File: src/rtl/sdram_arb_pkg.sv
// Shared types and default sizing for the SDRAM port arbiter.
package sdram_arb_pkg;

   localparam int ADDR_W_DEF   = 25;
   localparam int DATA_W_DEF   = 16;
   localparam int LEN_W_DEF    = 12;
   localparam int MAX_OUTS_DEF = 8;

   typedef enum logic [1:0] {
      ST_IDLE     = 2'd0,
      ST_RD_ISSUE = 2'd1,
      ST_RD_DRAIN = 2'd2,
      ST_WR_ISSUE = 2'd3
   } arb_state_e;

endpackage

File: src/rtl/burst_addr_gen.sv
// Burst address/length register with issued-word counter; shared by the read and write ports.
module burst_addr_gen
   import sdram_arb_pkg::*;
#(
   parameter int ADDR_W = ADDR_W_DEF,
   parameter int LEN_W  = LEN_W_DEF
)(
   input  logic              clk,
   input  logic              rst_n,
   input  logic              load,
   input  logic [ADDR_W-1:0] load_addr,
   input  logic [LEN_W-1:0]  load_len,
   input  logic              accept,
   output logic [ADDR_W-1:0] addr,
   output logic [LEN_W-1:0]  len,
   output logic              more,
   output logic              last,
   output logic              len_zero
);

   logic [ADDR_W-1:0] addr_q, addr_d;
   logic [LEN_W-1:0]  cnt_q, cnt_d;
   logic [LEN_W-1:0]  len_q, len_d;
   logic [LEN_W-1:0]  cnt_inc;

   assign cnt_inc = cnt_q + LEN_W'(1);

   always_comb begin
      addr_d = addr_q;
      cnt_d  = cnt_q;
      len_d  = len_q;
      if (load) begin
         addr_d = load_addr;
         cnt_d  = '0;
         len_d  = load_len;
      end else if (accept) begin
         // address wraps naturally at the top of the SDRAM
         addr_d = addr_q + ADDR_W'(1);
         cnt_d  = cnt_inc;
      end
   end

   always_ff @(posedge clk or negedge rst_n) begin
      if (!rst_n) begin
         addr_q <= '0;
         cnt_q  <= '0;
         len_q  <= '0;
      end else begin
         addr_q <= addr_d;
         cnt_q  <= cnt_d;
         len_q  <= len_d;
      end
   end

   assign addr     = addr_q;
   assign len      = len_q;
   assign more     = (cnt_q < len_q);
   assign last     = (cnt_inc == len_q);
   assign len_zero = (len_q == '0);

endmodule

File: src/rtl/sdram_port_arbiter.sv
// Shares one SDRAM Avalon-MM slave between the VGA line fetcher (read, priority)
// and the frame loader (write), sequencing bursts and routing read data back.
module sdram_port_arbiter
   import sdram_arb_pkg::*;
#(
   parameter int ADDR_W   = ADDR_W_DEF,
   parameter int DATA_W   = DATA_W_DEF,
   parameter int LEN_W    = LEN_W_DEF,
   parameter int MAX_OUTS = MAX_OUTS_DEF
)(
   input  logic              iCLK,
   input  logic              iRST_N,
   input  logic              iRD_REQ,
   input  logic [ADDR_W-1:0] iRD_ADDR,
   input  logic [LEN_W-1:0]  iRD_LEN,
   output logic              oRD_ACK,
   output logic [DATA_W-1:0] oRD_DATA,
   output logic              oRD_DATAVALID,
   output logic              oRD_DONE,
   input  logic              iWR_REQ,
   input  logic [ADDR_W-1:0] iWR_ADDR,
   input  logic [LEN_W-1:0]  iWR_LEN,
   output logic              oWR_ACK,
   input  logic [DATA_W-1:0] iWR_DATA,
   input  logic              iWR_VALID,
   output logic              oWR_POP,
   output logic              oWR_DONE,
   output logic [ADDR_W-1:0] oAV_ADDR,
   output logic              oAV_READ,
   output logic              oAV_WRITE,
   output logic [DATA_W-1:0] oAV_WRDATA,
   input  logic              iAV_WAITREQ,
   input  logic [DATA_W-1:0] iAV_RDDATA,
   input  logic              iAV_RDVALID,
   output logic              oBUSY
);

   localparam int OUTS_W = $clog2(MAX_OUTS) + 1;

   arb_state_e        state_q, state_d;
   logic              rd_ack_q, rd_ack_d;
   logic              wr_ack_q, wr_ack_d;
   logic              rd_done_q, rd_done_d;
   logic              wr_done_q, wr_done_d;
   logic              rd_valid_q, rd_valid_d;
   logic [DATA_W-1:0] rd_data_q, rd_data_d;
   logic [OUTS_W-1:0] outs_q, outs_d;
   logic [LEN_W-1:0]  ret_q, ret_d;
   logic [LEN_W-1:0]  ret_inc;

   logic              load;
   logic [ADDR_W-1:0] load_addr;
   logic [LEN_W-1:0]  load_len;
   logic              av_read, av_write, accept, rd_accept;
   logic              ret_hit;
   logic [ADDR_W-1:0] gen_addr;
   logic [LEN_W-1:0]  gen_len;
   logic              gen_more, gen_last, gen_len_zero;

   burst_addr_gen #(
      .ADDR_W (ADDR_W),
      .LEN_W  (LEN_W)
   ) u_addr_gen (
      .clk       (iCLK),
      .rst_n     (iRST_N),
      .load      (load),
      .load_addr (load_addr),
      .load_len  (load_len),
      .accept    (accept),
      .addr      (gen_addr),
      .len       (gen_len),
      .more      (gen_more),
      .last      (gen_last),
      .len_zero  (gen_len_zero)
   );

   // Returns are only meaningful while a read burst owns the port.
   assign ret_hit   = iAV_RDVALID & ((state_q == ST_RD_ISSUE) | (state_q == ST_RD_DRAIN));
   assign ret_inc   = ret_q + LEN_W'(1);
   assign accept    = (av_read | av_write) & ~iAV_WAITREQ;
   assign rd_accept = av_read & ~iAV_WAITREQ;

   always_comb begin
      state_d   = state_q;
      rd_ack_d  = 1'b0;
      wr_ack_d  = 1'b0;
      rd_done_d = 1'b0;
      wr_done_d = 1'b0;
      load      = 1'b0;
      load_addr = iRD_ADDR;
      load_len  = iRD_LEN;
      av_read   = 1'b0;
      av_write  = 1'b0;
      case (state_q)
         ST_IDLE: begin
            if (iRD_REQ) begin
               load     = 1'b1;
               rd_ack_d = 1'b1;
               state_d  = ST_RD_ISSUE;
            end else if (iWR_REQ) begin
               load      = 1'b1;
               load_addr = iWR_ADDR;
               load_len  = iWR_LEN;
               wr_ack_d  = 1'b1;
               state_d   = ST_WR_ISSUE;
            end
         end
         ST_RD_ISSUE: begin
            av_read = gen_more & (outs_q < OUTS_W'(MAX_OUTS));
            if (gen_len_zero) begin
               rd_done_d = 1'b1;
               state_d   = ST_IDLE;
            end else if (rd_accept & gen_last) begin
               state_d = ST_RD_DRAIN;
            end
         end
         ST_RD_DRAIN: begin
            if (ret_hit & (ret_inc == gen_len)) begin
               rd_done_d = 1'b1;
               state_d   = ST_IDLE;
            end
         end
         ST_WR_ISSUE: begin
            av_write = iWR_VALID & gen_more;
            if (gen_len_zero) begin
               wr_done_d = 1'b1;
               state_d   = ST_IDLE;
            end else if (accept & gen_last) begin
               wr_done_d = 1'b1;
               state_d   = ST_IDLE;
            end
         end
         default: state_d = ST_IDLE;
      endcase
   end

   always_comb begin
      outs_d = outs_q;
      if (rd_accept & ~ret_hit)
         outs_d = outs_q + OUTS_W'(1);
      else if (~rd_accept & ret_hit & (outs_q != '0))
         outs_d = outs_q - OUTS_W'(1);

      ret_d = ret_q;
      if (load)
         ret_d = '0;
      else if (ret_hit)
         ret_d = ret_inc;

      rd_valid_d = ret_hit;
      rd_data_d  = ret_hit ? iAV_RDDATA : rd_data_q;
   end

   always_ff @(posedge iCLK or negedge iRST_N) begin
      if (!iRST_N) begin
         state_q    <= ST_IDLE;
         rd_ack_q   <= 1'b0;
         wr_ack_q   <= 1'b0;
         rd_done_q  <= 1'b0;
         wr_done_q  <= 1'b0;
         rd_valid_q <= 1'b0;
         rd_data_q  <= '0;
         outs_q     <= '0;
         ret_q      <= '0;
      end else begin
         state_q    <= state_d;
         rd_ack_q   <= rd_ack_d;
         wr_ack_q   <= wr_ack_d;
         rd_done_q  <= rd_done_d;
         wr_done_q  <= wr_done_d;
         rd_valid_q <= rd_valid_d;
         rd_data_q  <= rd_data_d;
         outs_q     <= outs_d;
         ret_q      <= ret_d;
      end
   end

   assign oRD_ACK       = rd_ack_q;
   assign oWR_ACK       = wr_ack_q;
   assign oRD_DONE      = rd_done_q;
   assign oWR_DONE      = wr_done_q;
   assign oRD_DATA      = rd_data_q;
   assign oRD_DATAVALID = rd_valid_q;
   assign oAV_ADDR      = gen_addr;
   assign oAV_READ      = av_read;
   assign oAV_WRITE     = av_write;
   assign oAV_WRDATA    = (state_q == ST_WR_ISSUE) ? iWR_DATA : '0;
   assign oWR_POP       = av_write & ~iAV_WAITREQ;
   assign oBUSY         = (state_q != ST_IDLE);

endmodule
File: config.mk
export PLATFORM = sky130hd
export DESIGN_NAME = sdram_port_arbiter
export DESIGN_NICKNAME = d
export VERILOG_FILES = /design/src/rtl/sdram_arb_pkg.sv /design/src/rtl/burst_addr_gen.sv /design/src/rtl/sdram_port_arbiter.sv
export SDC_FILE = /design/constraint.sdc
export NUM_CORES = 1
export LEC_CHECK = 0
export ABC_AREA = 1
export BUFFER_PORTS_ARGS = -buffer_cell sky130_fd_sc_hd__buf_2
export CAP_MARGIN = 20
export CORE_UTILIZATION = 45
export DETAILED_ROUTE_END_ITERATION = 10
export PLACE_DENSITY = 0.74
export REMOVE_ABC_BUFFERS = 1
export SETUP_SLACK_MARGIN = 0.15
export SYNTH_ARGS = -nofsm -noshare
export SYNTH_HDL_FRONTEND = slang
export SYNTH_SLANG_ARGS = --single-unit
File: constraint.sdc
create_clock -name iCLK -period 2.6 [get_ports iCLK]
set_input_delay 0.26 -clock iCLK [delete_from_list [all_inputs] [get_ports iCLK]]
set_output_delay 0.26 -clock iCLK [all_outputs]
set_load 0.05 [all_outputs]
Yosys cells after proc, flatten, opt, wreduce, memory -nomap -nowiden
Cells that the tools add are included.
W data, S select, Z words.
{"block": "classes", "add_sub_neg": 5, "magnitude_cmp": 2, "n_eq_ne": 9, "mux": 38, "bitwise_logic": 17, "reduce_logical": 8}
{"op": "$mux W25", "count": 5}
{"op": "$mux W12", "count": 7}
{"op": "$add A25 B1 Y25 const B", "count": 1}
{"op": "$add A12 B1 Y12 const B", "count": 2}
{"op": "$eq A12 B12 Y1", "count": 2}
{"op": "$mux W16", "count": 1}
{"op": "$mux W1", "count": 14}
{"op": "$mux W2", "count": 7}
{"op": "$and A1 B1 Y1", "count": 12}
{"op": "$logic_not A12 Y1", "count": 1}
{"op": "$lt A12 B12 Y1", "count": 1}
{"op": "$mux W4", "count": 2}
{"op": "$pmux W2 S4", "count": 1}
{"op": "$reduce_bool A2 Y1", "count": 4}
{"op": "$ne A3 B3 Y1 const B", "count": 2}
{"op": "$add A4 B1 Y4 const B", "count": 1}
{"op": "$eq A2 B2 Y1 const B", "count": 2}
{"op": "$lt A4 B4 Y1 const B", "count": 1}
{"op": "$reduce_and A4 Y1", "count": 1}
{"op": "$reduce_bool A4 Y1", "count": 1}
{"op": "$sub A4 B1 Y4 const B", "count": 1}
{"op": "$ne A3 B2 Y1 const B", "count": 1}
{"op": "$not A1 Y1", "count": 3}
{"op": "$eq A2 B1 Y1 const B", "count": 1}
{"op": "4 further kinds", "count": 5}
{"block": "word_totals", "register_bits": 88, "output_inout_bits": 66, "elab_cells": 91}

Longest topological paths before layout
{"block": "logic_depth", "word_depth": 9, "depth_mapped": 19}

Cells and area by module
From an unflattened synthesis, not the netlist that was laid out.
{"block": "unflattened", "hier_cells": 899, "area_unflattened_um2": 6129.6}
{"module": "burst_addr_gen", "instances": 1, "cells_per_inst": 444, "area_each_um2": 3284.4}
{"module": "sdram_port_arbiter", "instances": 1, "cells_per_inst": 455, "area_each_um2": 2845.2}

Worst setup path after synthesis
No wires, ideal clock.
{"block": "synth_path", "kind": "reg-to-reg", "startpoint": "register u_addr_gen.len_q[9] (netlist: u_addr_gen.len[9])", "endpoint": "register outs_q[3]", "setup_time_ns": 0.118, "t_arrival_ns": 2.424, "t_required_ns": 2.482, "path_slack_ns": 0.057, "path_stages_with_launch": 17, "path_buffers": 0, "path_cell_list": "dfrtp_1 > inv_1 > ha_1 > a21oi_1 > o21ai_0 > a21oi_2 > nand4_2 > inv_1 > nand2_1 > ha_1 > nand2_1 > nand2_1 > a31oi_1 > nand2_1 > nand2_1 > xor2_1 > inv_1"}
{"block": "synth_via", "elab_chain_len": 8}
{"element": "start, declared", "line": "burst_addr_gen.sv:23", "text": "logic [LEN_W-1:0] len_q, len_d;"}
{"element": "start signal, assigned", "line": "burst_addr_gen.sv:51", "text": "len_q <= len_d;"}
{"element": "$lt A12 B12 Y1 (*)", "line": "burst_addr_gen.sv:57", "text": "assign more = (cnt_q < len_q);"}
{"element": "$and A1 B1 Y1 (*)", "line": "sdram_port_arbiter.sv:109", "text": "av_read = gen_more & (outs_q < OUTS_W'(MAX_OUTS));"}
{"element": "$mux W1 (*)", "line": "sdram_port_arbiter.sv:94", "text": "case (state_q)"}
{"element": "$and A1 B1 Y1 (*)", "line": "sdram_port_arbiter.sv:81", "text": "assign rd_accept = av_read & ~iAV_WAITREQ;"}
{"element": "$not A1 Y1", "line": "sdram_port_arbiter.sv:141", "text": "else if (~rd_accept & ret_hit & (outs_q != '0))"}
{"element": "$and A1 B1 Y1 (2 in a row)", "line": "sdram_port_arbiter.sv:141"}
{"element": "$reduce_bool A2 Y1 (no line)"}
{"element": "end signal, assigned", "line": "sdram_port_arbiter.sv:173", "text": "outs_q <= outs_d;"}
{"element": "end, declared", "line": "sdram_port_arbiter.sv:47", "text": "logic [OUTS_W-1:0] outs_q, outs_d;"}
Mark *: on every way between the ends. The rest lies on a longest branch, timed or not.
A chain may end at the register's enable or synchronous reset.

Final worst setup path
{"block": "layout_path", "startpoint": "register u_addr_gen.cnt_q[10]", "endpoint": "register outs_q[3]"}
{"block": "layout_via", "elab_chain_len": 8}
{"element": "start, declared", "line": "burst_addr_gen.sv:22", "text": "logic [LEN_W-1:0] cnt_q, cnt_d;"}
{"element": "start signal, assigned", "line": "burst_addr_gen.sv:50", "text": "cnt_q <= cnt_d;"}
{"element": "$lt A12 B12 Y1 (*)", "line": "burst_addr_gen.sv:57"}
{"element": "$and A1 B1 Y1 (*)", "line": "sdram_port_arbiter.sv:109"}
{"element": "$mux W1 (*)", "line": "sdram_port_arbiter.sv:94"}
{"element": "$and A1 B1 Y1 (*)", "line": "sdram_port_arbiter.sv:81"}
{"element": "$not A1 Y1", "line": "sdram_port_arbiter.sv:141"}
{"element": "$and A1 B1 Y1 (2 in a row)", "line": "sdram_port_arbiter.sv:141"}
{"element": "$reduce_bool A2 Y1 (no line)"}
Marks and branches as above.

==> out/summary.txt <==
==================================================================================
Total number of H-tree levels                                                    3
Filler cell count in the final layout                                        1,220
Crit start category                                                           flop
Last weighted congestion value of the routability-driven placer             0.8680
Highest Clock Rate                                                       412.5 MHz
Via/cell ratio                                                               5.246
Min-Delay Path Class                                                        in2reg
IO Pins                                                                        179
Final std cells w/o fill                                                     1,278
Warning count from the yosys run                                                 0
Grt total ovfl                                                                   0
Endpoint of the worst-slack reg-to-reg timing path                       outs_q[3]
Sink Count                                                                      88
TritonCTS clock tree                                                          done
Pwr dens                                                               1142 nW/µm²
Post-route fraction of the period consumed by the critical path             0.9324
Antenna violations before repair                                                 0
Clock Skew                                                                8.938 ps
Signed area change from the synthesized netlist to the final layout         32.43%
Routed wire length                                                       18,930 µm
Required time of the worst setup path                                      2840 ps
Finished Core Util                                                          0.6081
Hold violation count in the final report                                         0
PnR Total Power                                                           9.161 mW
Main area contributors after synthesis                                sky130_fd_sc_hd__dfrtp_1 36%, sky130_fd_sc_hd__nand2_1 15%, sky130_fd_sc_hd__inv_1 6.2%, sky130_fd_sc_hd__o21ai_0 6.2%, sky130_fd_sc_hd__nor2_1 6.1%
Sw power                                                                  4.813 mW
Cell area after synthesis                                                 6057 µm²
Buffer cell driving the clock tree root                               sky130_fd_sc_hd__clkbuf_16
Core Box Area                                                           13,190 µm²
Share of the yosys chip area belonging to registers                         0.3636
Number of standard cells after synthesis                                       879
Shortest period the worst path allows                                      2424 ps
Count of input and output buffers                                              178
Hold path endpoint                                                     oRD_DATA[1]
Final setup violation count                                                      0
DIE AREA                                                                13,930 µm²
Die X-Extent                                                              118.0 µm
Fraction of registers with async set/reset                                   1.000
Worst slew pin tran                                                       597.7 ps
Total iterations of the first detailed-routing run                               5
Hold path depth                                                                  3
Maximum count of clock buffers along a single path                               2
Worst Setup End Kind                                                          flop
Highest-count cells in the layout ignoring fill and taps              231 x sky130_fd_sc_hd__nand2_1, 174 x sky130_fd_sc_hd__buf_2, 97 x sky130_fd_sc_hd__inv_1
Wire length of the first global-routing pass                             30,740 µm
Placement row count                                                             42
Most common cell after layout, fill and taps aside                    sky130_fd_sc_hd__nand2_1
Top cell type's share of synthesized area                                   0.3636
Iteration-0 DRC count of the detailed router                                   412
Worst max-slew margin expressed relative to the limit                       0.6016
Part of the total power dissipated in combinational logic                    0.616
Antenna Cells                                                                    0
Effective utilization at floorplan                                          0.4592
Detailed placer's ending HPWL                                            13,650 µm
Top cell by count, worst path                                         sky130_fd_sc_hd__nand2_2
Via count                                                                    6,705
Area of all placed cells without fillers                                  8021 µm²
Flops & latches, synth                                                          88
Library cells used by synthesis                                                 46
Static leakage power                                                      4.156 nW
Number of synthesized flops with an enable pin                                   0
Worst reg2reg path startpoint                                         u_addr_gen.cnt_q[10]
Peak fanout along the critical path                                              4
Setup repair after global routing missed its margin                            yes
Slew Limit Fails                                                                 0
Maximum VDD drop                                                         0.6885 mV
Max-capacitance violation count                                                  0
Number of global-route vias before repair                                    6,436
Overall global routing resource usage                                       0.2746
Switching share of power                                                    0.5254
Largest stage delay on the critical path                                    410 ps
Launch instance of the worst min-delay path                           iAV_RDDATA[1]
Clock network fraction of total power                                        0.133
Post-route DRC                                                                   0
Overall die height                                                        118.0 µm
Seq pwr share                                                                0.250
Status                                                                finished, final reports clean
Logic depth of the worst register-to-register path                              17
Reg-to-reg setup timing slack                                               180 ps
Number of buffers added by the clock tree synthesis step                         9
Critical Path, Cell by Cell                                           ha_1 > nand2_2 > nor2_4 > nand2_1 > nor2_2 > nand2_2 > nand4_4 > inv_2 > nand2_4 > ha_4 > nand2_2 > nand2_2 > a31oi_4 > nand2_1 > nand2_1 > xor2_1 > inv_1
Sequential standard cell area                                             2203 µm²
Largest net degree at the start of global routing                               47
Dpl cell area                                                             7371 µm²
Internal power component                                                  4.348 mW
Cell accounting for the most synthesized area                         sky130_fd_sc_hd__dfrtp_1
Clock Latency Late Sink                                                     350 ps
Multi-input gate area in the final layout                                 3523 µm²
WL/cell                                                                   14.81 µm
Most used flip-flop cell after synthesis                              sky130_fd_sc_hd__dfrtp_1
Accumulated negative setup slack                                              0 ps
Detail Route Antenna Nets                                                        0
Mean area per synthesized cell                                           6.891 µm²
Arrival time at the worst endpoint                                         2670 ps
Number of placed instances, taps included                                    1,245
Max stage delay cell, worst path                                      sky130_fd_sc_hd__dfrtp_1
Net total in the final layout                                                1,232
Worst setup path class                                                     reg2reg
Layout cell share with drive strength beyond 1                              0.2895
Clock slew at reported path FFs                                              70 ps
==================================================================================
## Yosys cell counts, types with 2 or more instances
master,count
sky130_fd_sc_hd__inv_1,100
sky130_fd_sc_hd__o21ai_2,2
sky130_fd_sc_hd__o21ai_0,75
sky130_fd_sc_hd__o22ai_1,25
sky130_fd_sc_hd__o31ai_1,2
sky130_fd_sc_hd__nor2_4,4
sky130_fd_sc_hd__nand4_2,2
sky130_fd_sc_hd__nor3_1,7
sky130_fd_sc_hd__xor2_1,13
sky130_fd_sc_hd__o21ai_1,13
sky130_fd_sc_hd__nor2_2,8
sky130_fd_sc_hd__ha_1,21
sky130_fd_sc_hd__buf_4,2
sky130_fd_sc_hd__dfrtp_1,88
sky130_fd_sc_hd__nor4_1,3
sky130_fd_sc_hd__nand3_1,71
sky130_fd_sc_hd__a31oi_1,7
sky130_fd_sc_hd__a21oi_2,3
sky130_fd_sc_hd__buf_2,9
sky130_fd_sc_hd__clkbuf_1,13
sky130_fd_sc_hd__nand2_1,242
sky130_fd_sc_hd__nand3_2,3
sky130_fd_sc_hd__xnor2_1,2
sky130_fd_sc_hd__nand2_2,7
sky130_fd_sc_hd__buf_1,2
sky130_fd_sc_hd__nand4_1,16
sky130_fd_sc_hd__inv_2,6
sky130_fd_sc_hd__nor2_1,98
sky130_fd_sc_hd__a21oi_1,18
## registers in the layout, summed over array words and instances, names as in the netlist
register          flops
u_addr_gen.cnt_q     12
u_addr_gen.addr      25
oRD_DATA             16
oRD_ACK               1
oWR_ACK               1
state_q               2
outs_q                4
oRD_DATAVALID         1
oWR_DONE              1
ret_q                12
u_addr_gen.len       12
oRD_DONE              1
## logic make-up (layout without fill, tap and decap cells)
group,Yosys count,in the layout,share of synthesized area
xor+xnor,16,16,0.02541
flops,88,88,0.3636
simple gates,467,467,0.3371
fa+ha+maj,22,22,0.04668
buf+inv,134,357,0.08738
compound gates,152,152,0.1399
## metal layers
layer | vias up | part of all wire | track usage
li1 | 3316 | - | -
met1 | 3100 | 0.43 | 0.3508
met2 | 252 | 0.48 | 0.4596
met5 | - | 0 | 0
met4 | 0 | 0.026 | 0.1170
met3 | 37 | 0.063 | 0.04409
## worst max-delay path by stage
stage,depth (start not counted),endpoint,start,slack [ps]
after floorplan,10,u_addr_gen.addr[10],state_q[0],-660
after global placement,19,outs_q[3],u_addr_gen.len[11],130
after detailed placement,19,outs_q[3],u_addr_gen.len[11],50
after CTS,17,outs_q[3],u_addr_gen.cnt_q[8],150
after global routing,17,outs_q[3],u_addr_gen.cnt_q[10],-10
final,17,outs_q[3],u_addr_gen.cnt_q[10],180
## worst max-delay path, delay by kind of cell, from the launching register on
kind                     cells  cell delay [ps]
AND/OR/NAND/NOR             11             1020
buffers and inverters        2              110
flip-flops                   1              410
AO/OA/AOI/OAI                1              140
adder cells (fa/ha/maj)      2              520
XOR/XNOR                     1              140
## layout make-up
cell class | instances | area share
multi-input combinational | 657 | 0.4392
sequential | 88 | 0.2747
timing repair buffer | 234 | 0.1739
inverter | 107 | 0.05038
clock buffer | 11 | 0.03026
tap | 176 | 0.02745
clock inverter | 5 | 0.004056
## power by group through the flow
stage          clock (mW)  sequential, mW  combinational (mW)
2_1_floorplan           0            3.33                2.43
5_1_grt              1.30            2.36                6.17
3_5_place_dp            0            2.31                5.11
6_report             1.22            2.29                5.65
4_1_cts              1.24            2.28                5.20
3_3_place_gp            0            2.30                5.07
## metrics by stage
step / hold slack [ps] / worst slack, ps
detailed placement: 315.0 / 47.71
CTS: 99.49 / 153.5
finish: 108.5 / 175.7
global placement: 317.4 / 131.1
global route: 124.5 / -10.42
floorplan: -35.59 / -661.5
## repair_timing
action                                  CTS  global route
endpoints found under the setup margin    1            36
endpoints found under the hold margin    45             0
setup buffers                             3            11
resized for setup                         4            46
cloned                                    0             2
pin swaps                                 0            18
hold buffers                              1             0
No activity file was read; power rests on OpenSTA's default activity.
